$ cat config.mk
export PLATFORM = sky130hd
export DESIGN_NAME = func2_cursor_ctrl_flat
export DESIGN_NICKNAME = d
export VERILOG_FILES = /design/src/rtl/func2_cursor_if.sv /design/src/rtl/func2_cursor_ctrl.sv /design/src/flat_wrapper.sv
export SDC_FILE = /design/constraint.sdc
export NUM_CORES = 1
export LEC_CHECK = 0
export BUFFER_PORTS_ARGS = -buffer_cell sky130_fd_sc_hd__buf_2
export CORE_UTILIZATION = 60
export CTS_CLUSTER_DIAMETER = 40
export DETAILED_ROUTE_END_ITERATION = 6
export PLACE_DENSITY_LB_ADDON = 0.12
export SYNTH_ARGS = -nofsm -noshare
export SYNTH_HDL_FRONTEND = slang
export SYNTH_SLANG_ARGS = --single-unit
$ cat constraint.sdc
create_clock -name sysclk -period 3.4 [get_ports sysclk]
set_clock_uncertainty 0.2 [all_clocks]
set_input_delay 0.68 -clock sysclk [delete_from_list [all_inputs] [get_ports sysclk]]
set_output_delay 0.68 -clock sysclk [all_outputs]
set_load 0.02 [all_outputs]
$ cat src/rtl/func2_cursor_if.sv
// Function-2 cursor bus: instruction word and active-function select in,
// cursor position, move strobe and debounced direction vector out.
interface func2_cursor_if #(
  parameter int unsigned X_W = 4,
  parameter int unsigned Y_W = 4
);
  logic [1:0]     func_index;
  logic [3:0]     func2_instruction;
  logic [X_W-1:0] cursor_x;
  logic [Y_W-1:0] cursor_y;
  logic           move_pulse;
  logic [3:0]     dir_held;

  modport master (
    output func_index,
    output func2_instruction,
    input  cursor_x,
    input  cursor_y,
    input  move_pulse,
    input  dir_held
  );

  modport slave (
    input  func_index,
    input  func2_instruction,
    output cursor_x,
    output cursor_y,
    output move_pulse,
    output dir_held
  );
endinterface

$ cat src/rtl/func2_cursor_ctrl.sv
// Debounced {E,W,N,S} direction input driving a wrap-around grid cursor with
// single-step moves and hold-to-auto-repeat.
module func2_cursor_ctrl #(
  parameter int unsigned COLS            = 16,
  parameter int unsigned ROWS            = 12,
  parameter int unsigned X_W             = 4,
  parameter int unsigned Y_W             = 4,
  parameter int unsigned DEBOUNCE_CYCLES = 500000,
  parameter int unsigned REPEAT_DELAY    = 25000000,
  parameter int unsigned REPEAT_PERIOD   = 5000000
) (
  input  logic         sysclk,
  input  logic         reset_n,
  func2_cursor_if.slave bus
);

  localparam int unsigned DbW    = $clog2(DEBOUNCE_CYCLES + 1);
  localparam int unsigned RepMax = (REPEAT_DELAY > REPEAT_PERIOD) ? REPEAT_DELAY : REPEAT_PERIOD;
  localparam int unsigned RepW   = $clog2(RepMax + 1);

  typedef enum logic [1:0] {StIdle, StDelay, StRepeat} state_e;

  logic [3:0]     raw_gated;
  logic [3:0]     sync1_q, sync2_q;
  logic [3:0]     held_q, held_d, held_prev_q;
  logic [DbW-1:0] db_cnt_q [4];
  logic [DbW-1:0] db_cnt_d [4];

  state_e          state_q, state_d;
  logic [RepW-1:0] rep_cnt_q, rep_cnt_d;
  logic            step;

  logic [X_W-1:0] x_q, x_d;
  logic [Y_W-1:0] y_q, y_d;
  logic           move_pulse_q, move_pulse_d;

  // Other functions look like all buttons released to the synchroniser.
  assign raw_gated = (bus.func_index == 2'd1) ? bus.func2_instruction : 4'b0000;

  always_comb begin
    for (int i = 0; i < 4; i++) begin
      held_d[i]   = held_q[i];
      db_cnt_d[i] = '0;
      if (sync2_q[i] != held_q[i]) begin
        if (db_cnt_q[i] == DbW'(DEBOUNCE_CYCLES - 1)) begin
          held_d[i] = sync2_q[i];
        end else begin
          db_cnt_d[i] = db_cnt_q[i] + DbW'(1);
        end
      end
    end
  end

  always_comb begin
    state_d   = state_q;
    rep_cnt_d = rep_cnt_q;
    step      = 1'b0;
    unique case (state_q)
      StIdle: begin
        if (held_q != 4'b0000) begin
          step      = 1'b1;
          rep_cnt_d = '0;
          state_d   = StDelay;
        end
      end
      StDelay: begin
        if (held_q == 4'b0000) begin
          state_d = StIdle;
        end else if (held_q != held_prev_q) begin
          step      = 1'b1;
          rep_cnt_d = '0;
        end else if (rep_cnt_q == RepW'(REPEAT_DELAY - 1)) begin
          step      = 1'b1;
          rep_cnt_d = '0;
          state_d   = StRepeat;
        end else begin
          rep_cnt_d = rep_cnt_q + RepW'(1);
        end
      end
      StRepeat: begin
        if (held_q == 4'b0000) begin
          state_d = StIdle;
        end else if (held_q != held_prev_q) begin
          step      = 1'b1;
          rep_cnt_d = '0;
          state_d   = StDelay;
        end else if (rep_cnt_q == RepW'(REPEAT_PERIOD - 1)) begin
          step      = 1'b1;
          rep_cnt_d = '0;
        end else begin
          rep_cnt_d = rep_cnt_q + RepW'(1);
        end
      end
      default: state_d = StIdle;
    endcase
  end

  logic           dx_pos, dx_neg, dy_pos, dy_neg;
  logic [X_W:0]   x_inc;
  logic [Y_W:0]   y_inc;
  logic [X_W-1:0] x_step;
  logic [Y_W-1:0] y_step;

  // held bit order is {E, W, N, S}; opposing pairs cancel on their axis.
  assign dx_pos = held_q[3] & ~held_q[2];
  assign dx_neg = held_q[2] & ~held_q[3];
  assign dy_pos = held_q[0] & ~held_q[1];
  assign dy_neg = held_q[1] & ~held_q[0];

  assign x_inc = {1'b0, x_q} + (X_W + 1)'(1);
  assign y_inc = {1'b0, y_q} + (Y_W + 1)'(1);

  always_comb begin
    x_step = x_q;
    if (dx_pos) begin
      x_step = (x_inc == (X_W + 1)'(COLS)) ? '0 : x_inc[X_W-1:0];
    end else if (dx_neg) begin
      x_step = (x_q == '0) ? X_W'(COLS - 1) : x_q - X_W'(1);
    end
    y_step = y_q;
    if (dy_pos) begin
      y_step = (y_inc == (Y_W + 1)'(ROWS)) ? '0 : y_inc[Y_W-1:0];
    end else if (dy_neg) begin
      y_step = (y_q == '0) ? Y_W'(ROWS - 1) : y_q - Y_W'(1);
    end
  end

  always_comb begin
    move_pulse_d = step & (dx_pos | dx_neg | dy_pos | dy_neg);
    x_d          = move_pulse_d ? x_step : x_q;
    y_d          = move_pulse_d ? y_step : y_q;
  end

  always_ff @(posedge sysclk or negedge reset_n) begin
    if (!reset_n) begin
      sync1_q      <= '0;
      sync2_q      <= '0;
      held_q       <= '0;
      held_prev_q  <= '0;
      for (int i = 0; i < 4; i++) db_cnt_q[i] <= '0;
      state_q      <= StIdle;
      rep_cnt_q    <= '0;
      x_q          <= '0;
      y_q          <= '0;
      move_pulse_q <= 1'b0;
    end else begin
      sync1_q      <= raw_gated;
      sync2_q      <= sync1_q;
      held_q       <= held_d;
      held_prev_q  <= held_q;
      for (int i = 0; i < 4; i++) db_cnt_q[i] <= db_cnt_d[i];
      state_q      <= state_d;
      rep_cnt_q    <= rep_cnt_d;
      x_q          <= x_d;
      y_q          <= y_d;
      move_pulse_q <= move_pulse_d;
    end
  end

  assign bus.cursor_x   = x_q;
  assign bus.cursor_y   = y_q;
  assign bus.move_pulse = move_pulse_q;
  assign bus.dir_held   = held_q;

endmodule

$ cat src/flat_wrapper.sv
// flat-port wrapper written by rule: the top's interface ports become plain ports
module func2_cursor_ctrl_flat 
#(
  parameter int unsigned COLS            = 16,
  parameter int unsigned ROWS            = 12,
  parameter int unsigned X_W             = 4,
  parameter int unsigned Y_W             = 4,
  parameter int unsigned DEBOUNCE_CYCLES = 500000,
  parameter int unsigned REPEAT_DELAY    = 25000000,
  parameter int unsigned REPEAT_PERIOD   = 5000000
)
  (sysclk, reset_n, bus_func_index, bus_func2_instruction, bus_cursor_x, bus_cursor_y, bus_move_pulse, bus_dir_held);
  func2_cursor_if #(.X_W(X_W), .Y_W(Y_W)) bus_i ();
  input  logic sysclk;
  input  logic reset_n;
  input wire logic [$bits(bus_i.func_index)-1:0] bus_func_index;
  input wire logic [$bits(bus_i.func2_instruction)-1:0] bus_func2_instruction;
  output wire logic [$bits(bus_i.cursor_x)-1:0] bus_cursor_x;
  output wire logic [$bits(bus_i.cursor_y)-1:0] bus_cursor_y;
  output wire logic [$bits(bus_i.move_pulse)-1:0] bus_move_pulse;
  output wire logic [$bits(bus_i.dir_held)-1:0] bus_dir_held;
  assign bus_i.func_index = bus_func_index;
  assign bus_i.func2_instruction = bus_func2_instruction;
  assign bus_cursor_x = bus_i.cursor_x;
  assign bus_cursor_y = bus_i.cursor_y;
  assign bus_move_pulse = bus_i.move_pulse;
  assign bus_dir_held = bus_i.dir_held;
  func2_cursor_ctrl #(.COLS(COLS), .ROWS(ROWS), .X_W(X_W), .Y_W(Y_W), .DEBOUNCE_CYCLES(DEBOUNCE_CYCLES), .REPEAT_DELAY(REPEAT_DELAY), .REPEAT_PERIOD(REPEAT_PERIOD)) u_core (.sysclk(sysclk), .reset_n(reset_n), .bus(bus_i));
endmodule
* Yosys cells after proc, flatten, opt, wreduce, memory -nomap -nowiden
Index checks and enable logic that the tools add are counted.
** Operators by class
- Div/mod/pow operators :: 0
- Bitwise operators :: 12
- Add/subtract/negate cells :: 9
- Reductions and logical operators :: 16
- Multipliers :: 0
- Magnitude comparators :: 0
- Muxes and demuxes :: 40
- Shifts and indexed selects :: 0
- Equal/unequal tests :: 22
** Operators by type and width (count)
- $mux W25 :: 7
- $mux W19 :: 8
- $add A19 B1 Y19 const B :: 4
- $eq A19 B19 Y1 const B :: 4
- $pmux W25 S3 :: 1
- $mux W4 :: 9
- $add A25 B1 Y25 const B :: 1
- $eq A25 B23 Y1 const B :: 1
- $eq A25 B25 Y1 const B :: 1
- $logic_not A4 Y1 :: 3
- $mux W2 :: 6
- $reduce_and A2 Y1 :: 6
- $add A4 B1 Y5 const B :: 2
- $reduce_and A4 Y1 :: 2
- $sub A4 B1 Y4 const B :: 2
- $mux W1 :: 7
- $ne A3 B1 Y1 const B :: 2
- $pmux W2 S3 :: 1
- $and A1 B1 Y1 :: 5
- $eq A5 B4 Y1 const B :: 1
- $eq A5 B5 Y1 const B :: 1
- $eq A2 B1 Y1 const B :: 2
- $ne A1 B1 Y1 :: 4
- $ne A2 B2 Y1 const B :: 2
- 11 further kinds :: 17
** Storage, ports and cells
- Register bits :: 128
- Memories kept :: 0
- Latch bits :: 0
- Bits in read-only memories :: 0
- RAM bits :: 0
- Input bits :: 8

* Longest topological paths before layout
- Depth after elaboration :: 7
- Gate-level depth with buffers :: 8
- Mapped depth without buffers :: 8

* Worst setup path before layout
OpenSTA, ideal clock, no wires.
- Path kind :: register to register
- Start point :: register u_core.rep_cnt_q[10]
- End point :: register u_core.x_q[3] (netlist: u_core.bus.cursor_x[3])
- Setup slack :: 1095 ps
- Period minus slack after synthesis :: 2305 ps
- Stages on the path, launching flop included :: 7
- Data arrival time :: 1978 ps
- Library setup time :: 128 ps
- Path through :: dfrtp_1 -> or4b_4 -> nor3_2 -> nand4_1 -> and3_1 -> nor2_4 -> mux2_1
** On the way
- Longest elaborated chain between the ends :: 7
- Elaborated cells between the ends (all ways) :: 11
** Ends and longest elaborated chain
- start, declared :: line func2_cursor_ctrl.sv:30 : logic [RepW-1:0] rep_cnt_q, rep_cnt_d;
- start signal, assigned :: line func2_cursor_ctrl.sv:153 : rep_cnt_q <= rep_cnt_d;
- $eq A25 B23 Y1 or $eq A25 B25 Y1 (tied branches) :: line func2_cursor_ctrl.sv:87, func2_cursor_ctrl.sv:72
- $mux W1, on equally long branches :: line func2_cursor_ctrl.sv:87, func2_cursor_ctrl.sv:72
- $mux W1, on equally long branches :: line func2_cursor_ctrl.sv:83, func2_cursor_ctrl.sv:69
- $mux W1, on equally long branches :: line func2_cursor_ctrl.sv:81, func2_cursor_ctrl.sv:67
- $pmux W1 S3 (*) :: line func2_cursor_ctrl.sv:58 : unique case (state_q)
- $and A1 B1 Y1 (*) :: line func2_cursor_ctrl.sv:129 : move_pulse_d = step & (dx_pos | dx_neg | dy_pos | dy_neg);
- $reduce_and A2 Y1 (no source line) (*)
- end signal, assigned :: line func2_cursor_ctrl.sv:143 : x_q <= '0;
- end signal, assigned :: line func2_cursor_ctrl.sv:154 : x_q <= x_d;
- end, declared :: line func2_cursor_ctrl.sv:33 : logic [X_W-1:0] x_q, x_d;
Every way passes the cells marked *; elsewhere a longest branch is shown, timed or not.
A chain may end at the register's enable or synchronous reset.

* Final worst setup path
- Start point :: register u_core.rep_cnt_q[0]
- End point :: register u_core.rep_cnt_q[10]
** On the way
- Longest elaborated chain between the ends :: 5
- Elaborated cells between the ends (all ways) :: 10
** Ends and longest elaborated chain (line)
- $add A25 B1 Y25, or another cell as far along :: func2_cursor_ctrl.sv:77, func2_cursor_ctrl.sv:91
- $mux W25, on equally long branches :: func2_cursor_ctrl.sv:87, func2_cursor_ctrl.sv:72
- $mux W25, on equally long branches :: func2_cursor_ctrl.sv:83, func2_cursor_ctrl.sv:69
- $mux W25, on equally long branches :: func2_cursor_ctrl.sv:81, func2_cursor_ctrl.sv:67
- $pmux W25 S3 (*) :: func2_cursor_ctrl.sv:58
Every way passes the cells marked *; elsewhere a longest branch is shown, timed or not. The select of a mux whose other input is x is not followed.

==> impl_metrics.csv <==
group,metric,value,unit
status,outcome,"completed",
cells_and_area,insertedDiodeCount,0,
logic_synthesis,netlist_area,6660,sq um
cells_and_area,layout.nets,747,
logic_synthesis,synthArstFlopShare,100,%
routing,avgRoutedWirePerCell,15.9,um
logic_synthesis,synth_flop_cell,"dfrtp_1",
cells_and_area,fin_cells,872,
clock_tree,clk_pin_slew_worst_paths,60,ps
grt,grt_pass1_wl,23500,um
logic_synthesis,synth_seq_cells,128,
sta,setup_viol,0,
floorplan,io_pins,21,
critical_path,cp-end-kind,"flip-flop",
critical_path,critPathKind,"flip-flop to flip-flop",
placed_design,gp_congestion,0.857,
routing,drc,0,
sta,hold_slack,150,ps
critical_path,critPathSlowestCell,"nor2_1",
critical_path,arrival,3220,ps
clock_tree,cts.sinks,128,
logic_synthesis,synth_most_common_cell,"dfrtp_1",
clock_tree,numCtsBuffers,17,
grt,grt_overflow,0,
logic_synthesis,yosysTopAreaCellShare,48.1,%
sta,fin_ws,446,ps
cells_and_area,drive_gt1_share,11.1,%
pwr,cellPowerDensity,474,nW/um^2
routing,initialDrtViolationCount,343,
sta,fin_crit,2950,ps
pwr,p_leak,3.19,nW
placed_design,port-buffer-count,20,
floorplan,rows,38,
critical_path,worstPathRequired,3660,ps
critical_path,cp_max_fo,15,
pwr,ir_drop,378,uV
sta,slew_viol_final,0,
logic_synthesis,yosysSeqAreaShare,48.1,%
sta,min_period_over_period,86.9,%
critical_path,path_buf_inv,0,
sta,tns,0,ps
floorplan,core-area,10800,sq um
grt,grt_pass1_vias,5057,
logic_synthesis,yosysTopAreaCell,"dfrtp_1",
clock_tree,root_buffer,"clkbuf_8",
logic_synthesis,synth_common_cells,"dfrtp_1 (128), nor2_1 (115), nand2_1 (58), nand3_1 (42), xnor2_1 (42)",
routing,dr.pass1.iters,5,
pwr,p_total,3.58,mW
placed_design,placed_cells,839,
critical_path,start_kind,"flip-flop",
routing,routed_wl,13900,um
cells_and_area,final_util,69.7,%
cells_and_area,fillerInstances,789,
placed_design,pre_cts_slack,545,ps
logic_synthesis,synth_cells,692,
clock_tree,cts_tree,"yes",
grt,grt_max_degree,62,
floorplan,dieArea,11500,sq um
placed_design,postPlaceCellArea,6890,sq um
cells_and_area,area_growth_syn_to_layout,13.5,%
grt,grt_antenna_before_repair,0,
cells_and_area,fin_area,7560,sq um
logic_synthesis,yosys_warnings,0,
logic_synthesis,synth_edf_count,0,
critical_path,path_cells,"ha_1 -> nand4_2 -> nor3b_2 -> a31oi_1 -> o211ai_2 -> nor2_1 -> a22o_2",
floorplan,initial_core_util,61.4,%
min_path,hp-class,"flip-flop to flip-flop",
clock_tree,ctsResizeCount,0,
sta,worst_slew_pin_slew,1120,ps
routing,vias,5070,
logic_synthesis,synth_area_leaders,"dfrtp_1 (48%), nor2_1 (6.5%), xnor2_1 (5.5%)",
logic_synthesis,syn_nets,720,
grt,grt_usage,26.3,%
flow_run,drv_cap,0,
logic_synthesis,synth_cell_type_count,63,
floorplan,die_width,107,um
critical_path,crit_family,"simple AND/OR/NAND/NOR gates",
sta,hold_violations,0,
sta,rsz0062_at_grt,"false",
routing,vias_per_cell,5.81,
sta,fmax,339,MHz
routing,drtAntennaViolNets,0,
clock_tree,clock_latency,530,ps
critical_path,crit_path_max_incr_delay,920,ps
logic_synthesis,syn_area_per_cell,9.62,sq um
clock_tree,cts_buffer_depth,2,
placed_design,hpwl,9090,um
floorplan,die_h,107,um
sta,slew_headroom,25.1,%
clock_tree,htree_num_levels,4,
==> layer usage <==
metal	routed length (um)	track usage [%]	share of wire [%]
met3	387	6.11	2.8
met5	0	0	0
met4	303	13.4	2.2
met2	7010	44.1	51
met1	6160	31.6	44
==> final cells by class <==
cell class	count	area, sq um	area share [%]
Clock buffer	19	442	5.85
Clock inverter	13	210	2.78
Inverter	28	105	1.39
Multi-Input combinational cell	520	3270	43.3
Sequential cell	128	3200	42.4
Tap cell	140	175	2.32
Timing Repair Buffer	24	148	1.95
==> cells in the final DEF (no fill, tap or decap), types with 19 or more instances in the layout <==
cell | synthesis | layout
dfrtp_1 | 128 | 128
nor2_1 | 115 | 115
nand2_1 | 58 | 58
xnor2_1 | 42 | 42
nand3_1 | 42 | 42
xor2_1 | 40 | 40
inv_1 | 28 | 28
o21ai_0 | 27 | 27
nand4_1 | 20 | 20
ha_1 | 20 | 20
nor3_1 | 19 | 19
buf_2 | 2 | 19
==> cell families after synthesis <==
| kind of cell | Yosys count | synth area share (%) |
|---|---|---|
| buf+inv | 44 | 2.74 |
| xor+xnor | 82 | 10.8 |
| compound gates | 79 | 8.14 |
| mux | 9 | 1.43 |
| simple gates | 330 | 25.0 |
| fa+ha+maj | 20 | 3.76 |
| flops | 128 | 48.1 |
==> worst paths after layout <==
check                                     from                    to  slack [ps]  cells after the start
max                        u_core.rep_cnt_q[0]  u_core.rep_cnt_q[10]         450                      7
min                          u_core.sync1_q[0]     u_core.sync2_q[0]         150                      0
max reg2reg                u_core.rep_cnt_q[0]  u_core.rep_cnt_q[10]         450                      7
min reg2reg                  u_core.sync1_q[0]     u_core.sync2_q[0]         150                      0
max in group asynchronous              reset_n   u_core.db_cnt_q[47]        1740                      3
min in group asynchronous              reset_n   u_core.db_cnt_q[33]         520                      2
==> sequential cells by signal, summed over array words and instances (netlist names) <==
| signal | count |
|---|---|
| u_core.db_cnt_q | 76 |
| u_core.state_q | 2 |
| u_core.sync1_q | 4 |
| u_core.bus.dir_held | 4 |
| u_core.sync2_q | 4 |
| u_core.held_prev_q | 4 |
| u_core.rep_cnt_q | 25 |
| u_core.bus.cursor_x | 4 |
| u_core.bus.move_pulse | 1 |
| u_core.bus.cursor_y | 4 |
==> worst reg2reg max path: stages (launching register included) <==
cell and delay [ps]:
dfrtp_1 400, ha_1 270, nand4_2 160, nor3b_2 100, a31oi_1 270, o211ai_2 260
nor2_1 920, a22o_2 310
==> where the power goes <==
part | internal, mW | switching [mW]
Clock | 1.30 | 0.686
Combinational | 0.0123 | 0.0443
Sequential | 1.53 | 0.00447
Total | 2.85 | 0.735
==> timing repair <==
action,CTS,global route
endpoints found under the hold margin,46,0
setup buffers,0,0
hold buffers,1,0
(Power assumes the default switching activity.)
